===== src/rtl/red_pitaya_dac_slew.sv =====
//------------------------------------------------------------------------------
// red_pitaya_dac_slew
//
// Output conditioning for one ASG channel, placed between the channel output
// and the DAC output register. It limits how far the DAC code can move in one
// cycle to a programmable step. It also provides a soft mute: the output ramps
// to mid-scale (code 0) and holds there, then ramps back to the live waveform.
// Channel reset, re-arm or output disable therefore never produce a full-scale
// step at the analog output.
//
// Ports
//   dac_clk_i   DAC clock
//   dac_rstn_i  asynchronous active-low reset
//   dat_i       signed sample from the ASG channel, valid every cycle
//   set_rate_i  unsigned maximum step per cycle in LSB; 0 bypasses the limiter
//   set_mute_i  level: 1 = ramp to 0 and hold, 0 = return to dat_i
//   dac_o       signed limited output (registered)
//   busy_o      output is still being step-limited (output != target)
//   muted_o     output is parked at exactly 0 in the MUTED state
//------------------------------------------------------------------------------
module red_pitaya_dac_slew #(
   parameter int DW = 14
) (
   input  logic                 dac_clk_i,
   input  logic                 dac_rstn_i,
   input  logic signed [DW-1:0] dat_i,
   input  logic        [DW-1:0] set_rate_i,
   input  logic                 set_mute_i,
   output logic signed [DW-1:0] dac_o,
   output logic                 busy_o,
   output logic                 muted_o
);

   typedef enum logic [1:0] {
      RUN      = 2'd0,
      MUTING   = 2'd1,
      MUTED    = 2'd2,
      UNMUTING = 2'd3
   } state_t;

   state_t             state;
   state_t             mode;       // state that governs this cycle's update
   state_t             state_nxt;

   logic [DW-1:0]      dat_q;
   logic [DW-1:0]      tgt;
   logic [DW:0]        diff;
   logic [DW-1:0]      mag;
   logic [DW-1:0]      dac_nxt;

   //---------------------------------------------------------------------------
   // set_mute_i is not registered. Its effect on the target must appear in the
   // same edge that it is sampled, so the first ramp step shows up one cycle
   // after the request. The update therefore uses the state this edge is
   // moving into, not the state currently held.
   //---------------------------------------------------------------------------
   always_comb begin
      mode = state;
      case (state)
         RUN:      if (set_mute_i)  mode = MUTING;
         MUTING:   if (!set_mute_i) mode = UNMUTING;
         MUTED:    if (!set_mute_i) mode = UNMUTING;
         UNMUTING: if (set_mute_i)  mode = MUTING;
         default:  mode = RUN;
      endcase
   end

   assign tgt = ((mode == MUTING) || (mode == MUTED)) ? '0 : dat_q;

   //---------------------------------------------------------------------------
   // Slew arithmetic. The difference is computed one bit wider so a full
   // -8192 .. 8191 swing cannot overflow. Its magnitude still fits in DW bits
   // unsigned, because the low DW bits of the negation are exact.
   //---------------------------------------------------------------------------
   assign diff = {tgt[DW-1], tgt} - {dac_o[DW-1], dac_o};
   assign mag  = diff[DW] ? (~diff[DW-1:0] + 1'b1) : diff[DW-1:0];

   // A limited step always lands strictly between dac_o and tgt. The DW-bit
   // wrap-around sum is therefore the true result, and no saturation is needed.
   always_comb begin
      if ((set_rate_i == '0) || (mag <= set_rate_i))
         dac_nxt = tgt;
      else if (diff[DW])
         dac_nxt = dac_o - set_rate_i;
      else
         dac_nxt = dac_o + set_rate_i;
   end

   // Settling decisions look at the value being loaded this edge. This keeps
   // the state, dac_o, busy_o and muted_o mutually consistent.
   always_comb begin
      state_nxt = mode;
      case (mode)
         MUTING:   if (dac_nxt == '0)   state_nxt = MUTED;
         UNMUTING: if (dac_nxt == dat_q) state_nxt = RUN;
         default:  state_nxt = mode;
      endcase
   end

   //---------------------------------------------------------------------------
   // State, output and status registers
   //---------------------------------------------------------------------------
   always_ff @(posedge dac_clk_i or negedge dac_rstn_i) begin
      if (!dac_rstn_i) begin
         state   <= RUN;
         dat_q   <= '0;
         dac_o   <= '0;
         busy_o  <= 1'b0;
         muted_o <= 1'b0;
      end else begin
         state   <= state_nxt;
         dat_q   <= dat_i;
         dac_o   <= dac_nxt;
         busy_o  <= (dac_nxt != tgt);
         muted_o <= (state_nxt == MUTED);
      end
   end

endmodule

===== config.mk =====
export PLATFORM = sky130hd
export DESIGN_NAME = red_pitaya_dac_slew
export DESIGN_NICKNAME = d
export VERILOG_FILES = /design/src/rtl/red_pitaya_dac_slew.sv
export SDC_FILE = /design/constraint.sdc
export NUM_CORES = 1
export LEC_CHECK = 0
export CORE_MARGIN = 2
export CORE_UTILIZATION = 42
export CTS_CLUSTER_SIZE = 16
export DETAILED_ROUTE_END_ITERATION = 12
export GPL_TIMING_DRIVEN = 0
export PLACE_DENSITY_LB_ADDON = 0.3
export SLEW_MARGIN = 20
export SYNTH_ARGS = -nofsm -noshare
export SYNTH_HDL_FRONTEND = slang
export SYNTH_SLANG_ARGS = --single-unit

===== constraint.sdc =====
create_clock -name dac_clk_i -period 10.5 [get_ports dac_clk_i]
set_input_delay 1.575 -clock dac_clk_i [delete_from_list [all_inputs] [get_ports dac_clk_i]]
set_output_delay 1.575 -clock dac_clk_i [all_outputs]
set_load 0.005 [all_outputs]

== After elaboration in Yosys (flattened, before gate mapping) ==
Index checks and enable logic that the tools add are counted.
Operators by class
  add/subtract/negate cells: 4
  $mul: 0
  div/mod/pow operators: 0
  magnitude comparators: 1
  eq/ne operators: 9
  shift operators: 0
  mux-type cells: 10
  bitwise logic cells: 1
  reductions and logical operators: 7
Operators with widths (count)
  14-bit 2-to-1 mux: 4
  14-bit zero test: 2
  14-bit by 14-bit subtractor with 15-bit output: 1
  14-bit by 1-bit adder with 14-bit output (second input constant): 1
  14-bit adder: 1
  14-bit == test: 1
  14-bit less-or-equal comparator: 1
  14-bit inequality test: 1
  14-bit NOT: 1
  14-bit subtractor: 1
  2-bit == test (second input constant): 5
  2-bit 2-to-1 mux: 4
  2-bit case mux with 2 select lines: 2
  2-bit by 1-bit == test with 1-bit output (second input constant): 2
  2-bit OR reduction: 2
  2-bit zero test: 1
  1-bit logical OR: 2
Word-level totals
  bits in registers: 32
  latch bits: 0
  RAM bits: 0
  bits in read-only memories: 0
  bits of input ports: 31
  output and inout port bits: 16
  logic and storage cells: 37
  memories: 0

== Depth between registers and ports, before layout ==
Gate-level depths: netlist of the first run.
  depth after elaboration: 17
  gate-level depth with buffers: 33
  depth with buffers taken out: 28

== Worst setup path before layout of the first run ==
OpenSTA, ideal clock, no wires.
  kind: input-to-reg
  from: in set_mute_i
  to: reg state[0]
  setup time: 119 ps
  data arrival time: 8004 ps
  data required time: 10381 ps
  slack: 2377 ps
  cell stages on the path: 32
  path buffers: 5
  cell sequence: xnor2_1 -> nand2b_1 -> ha_1 -> buf_2 -> clkbuf_1 -> clkbuf_1 -> clkbuf_1 -> nand2b_1 -> ha_1 -> inv_1 -> ha_1 -> inv_1 -> a21oi_1 -> o2111a_1 -> or3_4 -> a2111oi_0 -> a311oi_1 -> and2_1 -> a32o_1 -> nand2_1 -> ha_1 -> a211oi_1 -> o21ai_0 -> a211o_1 -> a21o_1 -> and3_1 -> buf_4 -> a311oi_2 -> o2111ai_1 -> o31ai_1 -> nor2_1 -> o21a_1
Between the ends
  cells in the longest elaborated chain, start to end: 15
  elaborated cells on any way between the ends: 21
  those cells by class: add/sub (2); order compare (1); eq/ne (4); mux (10); bitwise (1); reduce/logical (3)
Ends and longest elaborated chain
  from (decl): RTL line 28  | input logic set_mute_i,
  2-bit 2-to-1 mux (on tied branches)
  2-bit case mux with 2 select lines *: RTL line 59  | case (state)
  2-bit by 1-bit == test with 1-bit output / 2-bit == test (equally long branches): RTL line 68, 93
  1-bit logical OR: RTL line 68  | assign tgt = ((mode == MUTING) || (mode == MUTED)) ? '0 : dat_q;
  14-bit 2-to-1 mux: RTL line 68
  14-bit by 14-bit subtractor with 15-bit output: RTL line 75  | assign diff = {tgt[DW-1], tgt} - {dac_o[DW-1], dac_o};
  14-bit NOT: RTL line 76  | assign mag = diff[DW] ? (~diff[DW-1:0] + 1'b1) : diff[DW-1:0];
  14-bit by 1-bit adder with 14-bit output: RTL line 76
  14-bit 2-to-1 mux: RTL line 76
  14-bit less-or-equal comparator: RTL line 81  | if ((set_rate_i == '0) || (mag <= set_rate_i))
  1-bit logical OR: RTL line 81
  14-bit 2-to-1 mux: RTL line 81
  14-bit == test / 14-bit zero test (equally long branches): RTL line 95, 94
  2-bit 2-to-1 mux (on tied branches): RTL line 95, 94
  2-bit case mux with 2 select lines *: RTL line 93  | case (mode)
  net state_nxt[0]: RTL line 43  | state_t state_nxt;
  to (signal assigned): RTL line 111  | state <= state_nxt;
  to (decl): RTL line 41  | state_t state;
The timed path passes the listed nets; every way through them passes the cells marked *.

== Worst setup path after layout of the first run ==
Same ends and word-level chain as after synthesis.

==> results.tsv, run 1 <==
metric	value	unit
root buf cell	clkbuf_8	
CTS max path bufs	2	
crit end category	flip-flop	
share of layout cells above drive strength 1	6.12	%
Final GP Congestion	0.925	
met3 WL	772	um
WP data arrival	9.92	ns
register bit total from synthesis	32	
Hold WC Path Type	flip-flop to flip-flop	
slowest cell on the critical path	clkdlybuf4s50_1	
Post-Syn Instances	567	
CTS buffer count	5	
# DRC	0	
DIE AREA	11500	um2
I/O pin count	47	
CP Launch Point	set_mute_i	
# hold bufs at CTS	0	
setup violators final	0	
fin. max-slew vios	0	
core area	10300	um2
via/cell ratio	5.82	
Max Fclk	0.103	GHz
most frequent cells in the layout	48 x nor2_1, 47 x inv_1, 45 x nand2_1, 45 x clkdlybuf4s50_1	
Worst R2R Start	state[1]	
first-pass iteration count of the detailed router	5	
antenna viol nets, final	0	
synth unique cells	79	
Final nets	692	
status	finished clean	
drt wl/cell	17.1	um
clk sinks	32	
Avg Cell Area, Syn	7.87	um2
Layout Skew	0.00434	ns
initial antenna violation count	0	
DRT iter0 DRCs	304	
CTS H-Tree Depth	2	
Worst Max-Slew Pin Slew	0.750	ns
HPWL Detailed	10500	um
number of buffers inserted by port buffering	46	
initial core utilization	43.2	%
Rel. slew slack	49.6	%
Reg clk slew, reported paths	0.07	ns
worst r2r dst	state[0]	
critical path class	input pin to flip-flop	
first-pass GRT wire length	21000	um
# diodes	0	
pre-CTS WS	0.305	ns
CP required	10.68	ns
setup TNS	0	ns
gr ovfl total	0	
setup ws final	0.758	ns
asr flop ratio synth	100	%
CP max FO	10	
Met1 Routed Length	5850	um
Site Rows	37	
leading cell type in the layout, fill and taps excluded	nor2_1	
met2 wire len	5990	um
# fillers	986	
Die Ht	107	um
reg2reg setup slack	2.16	ns
Via Count	4408	
Layout area overhead	16.4	%
CP dominant cell by count	ha_1	
TritonCTS clock tree	built	
Reg2Reg Depth	32	
final worst path period share	92.8	%
GRT Total Usage	23.0	%
Tmin final	9.74	ns
Final Hold Vio Count	0	
cell area after synthesis	4460	um2
main flop type after synthesis	dfrtp_1	
Post-synth EDFFs	0	
Worst Setup EP	state[0]	
vias in the first global route	4271	
sequential fraction of the synthesis area	17.9	%
clock latency on the worst-skew pair	0.29	ns
Total Routed Length	12900	um
Mapped Nets	639	
DR top layer	met4	
Startpoint Class	input pin	
synth warn	0	
Slowest Stage Delay on Critical Path	0.55	ns
RSZ-0062 raised after global routing	no	
pin count of the biggest net entering global routing	33	
width of the die	107	um
max-cap viol count	0	
==> synth_stat cells, drive strengths merged, types with 9 or more instances <==
library cell  instances  share of area [%]
nand2b               17                2.4
a21oi                28                3.6
dfrtp                32                 18
nand3                10                1.1
a21o                 13                2.2
o21ai                34                3.8
nor4                 13                2.3
xor2                 17                3.3
nand4                 9                1.3
nor2                 48                4.0
ha                   40                 11
nor2b                18                2.6
nor3                 20                2.2
nand2                45                3.8
inv                  47                4.0
xnor2                41                8.5
==> what timing repair did <==
action	in CTS	in global routing
hold endpoints to repair	0	0
endpoints found under the setup margin	0	3
buffers inserted	0	0
gates resized for setup	0	4
==> area by class of cell <==
| class | count | area, um2 | share of cell area [%] |
|---|---|---|---|
| clock inverters | 1 | 7.51 | 0.145 |
| clock buffers | 7 | 86.3 | 1.66 |
| multi-input cells | 473 | 3420 | 65.9 |
| plain buffers | 15 | 72.6 | 1.40 |
| repair buffers | 46 | 455 | 8.77 |
| well taps | 136 | 170 | 3.28 |
| flip-flops and latches | 32 | 801 | 15.4 |
| inverters | 47 | 176 | 3.40 |
==> sequential cells by signal, indices dropped and copies added, names as in the netlist <==
| signal | count |
|---|---|
| muted_o | 1 |
| busy_o | 1 |
| dat_q | 14 |
| dac_o | 14 |
| state | 2 |
==> per-stage QoR <==
stage / hold slack [ns] / instance area [um2] / instances / utilization [%]
global placement: 0.630 / 5090 / 749 / 49.3
detailed placement: 0.651 / 5090 / 749 / 49.3
global route: 0.709 / 5190 / 757 / 50.3
finish: 0.667 / 5190 / 757 / 50.3
CTS: 0.668 / 5180 / 757 / 50.2
floorplan: 0.590 / 4460 / 567 / -
==> worst min path at each step <==
stage               startpoint  endpoint  depth (start not counted)
floorplan             state[0]   muted_o                          3
global placement      state[0]   muted_o                          3
detailed placement    state[0]   muted_o                          3
CTS                   state[0]   muted_o                          3
global route          state[0]   muted_o                          3
finish                state[0]   muted_o                          3
==> cells by family after synthesis <==
group | after synthesis | synth area share, %
AO/OA/AOI/OAI | 147 | 24.7
AND/OR/NAND/NOR | 222 | 26.7
buffers and inverters | 62 | 5.55
XOR/XNOR | 60 | 12.8
adder cells (fa/ha/maj) | 41 | 11.7
multiplexers | 3 | 0.673
flip-flops | 32 | 17.9
==> metal layers <==
layer	vias up	track usage, %
met5	-	0
met3	33	2.55
met1	2060	30.5
met4	0	7.98
met2	149	38.7
li1	2166	-
==> critical path: cells and delay by family <==
family,cells,cell delay (ns)
and+or+nand+nor,10,2.25
AOI/OAI and AO/OA,9,2.49
adders and majority gates,4,1.18
buffers and inverters,8,2.20
xor gates and xnor gates,2,0.23
Power of run 1 is left out: the tool's default activity adds up to more than one toggle a clock period on the data nets, which glitch-free logic cannot reach.
==> run 2: changes to the inputs <==
--- a/config.mk
+++ b/config.mk
@@ -11,7 +11,7 @@
 export DETAILED_ROUTE_END_ITERATION = 12
 export GPL_TIMING_DRIVEN = 0
 export PLACE_DENSITY_LB_ADDON = 0.3
-export SLEW_MARGIN = 20
+export SLEW_MARGIN = 5
 export SYNTH_ARGS = -nofsm -noshare
 export SYNTH_HDL_FRONTEND = slang
 export SYNTH_SLANG_ARGS = --single-unit
==> results of run 2 <==
Same layout as run 1: the final DEF is identical, and so are final timing and power.
Power of run 2 is left out for the same reason.
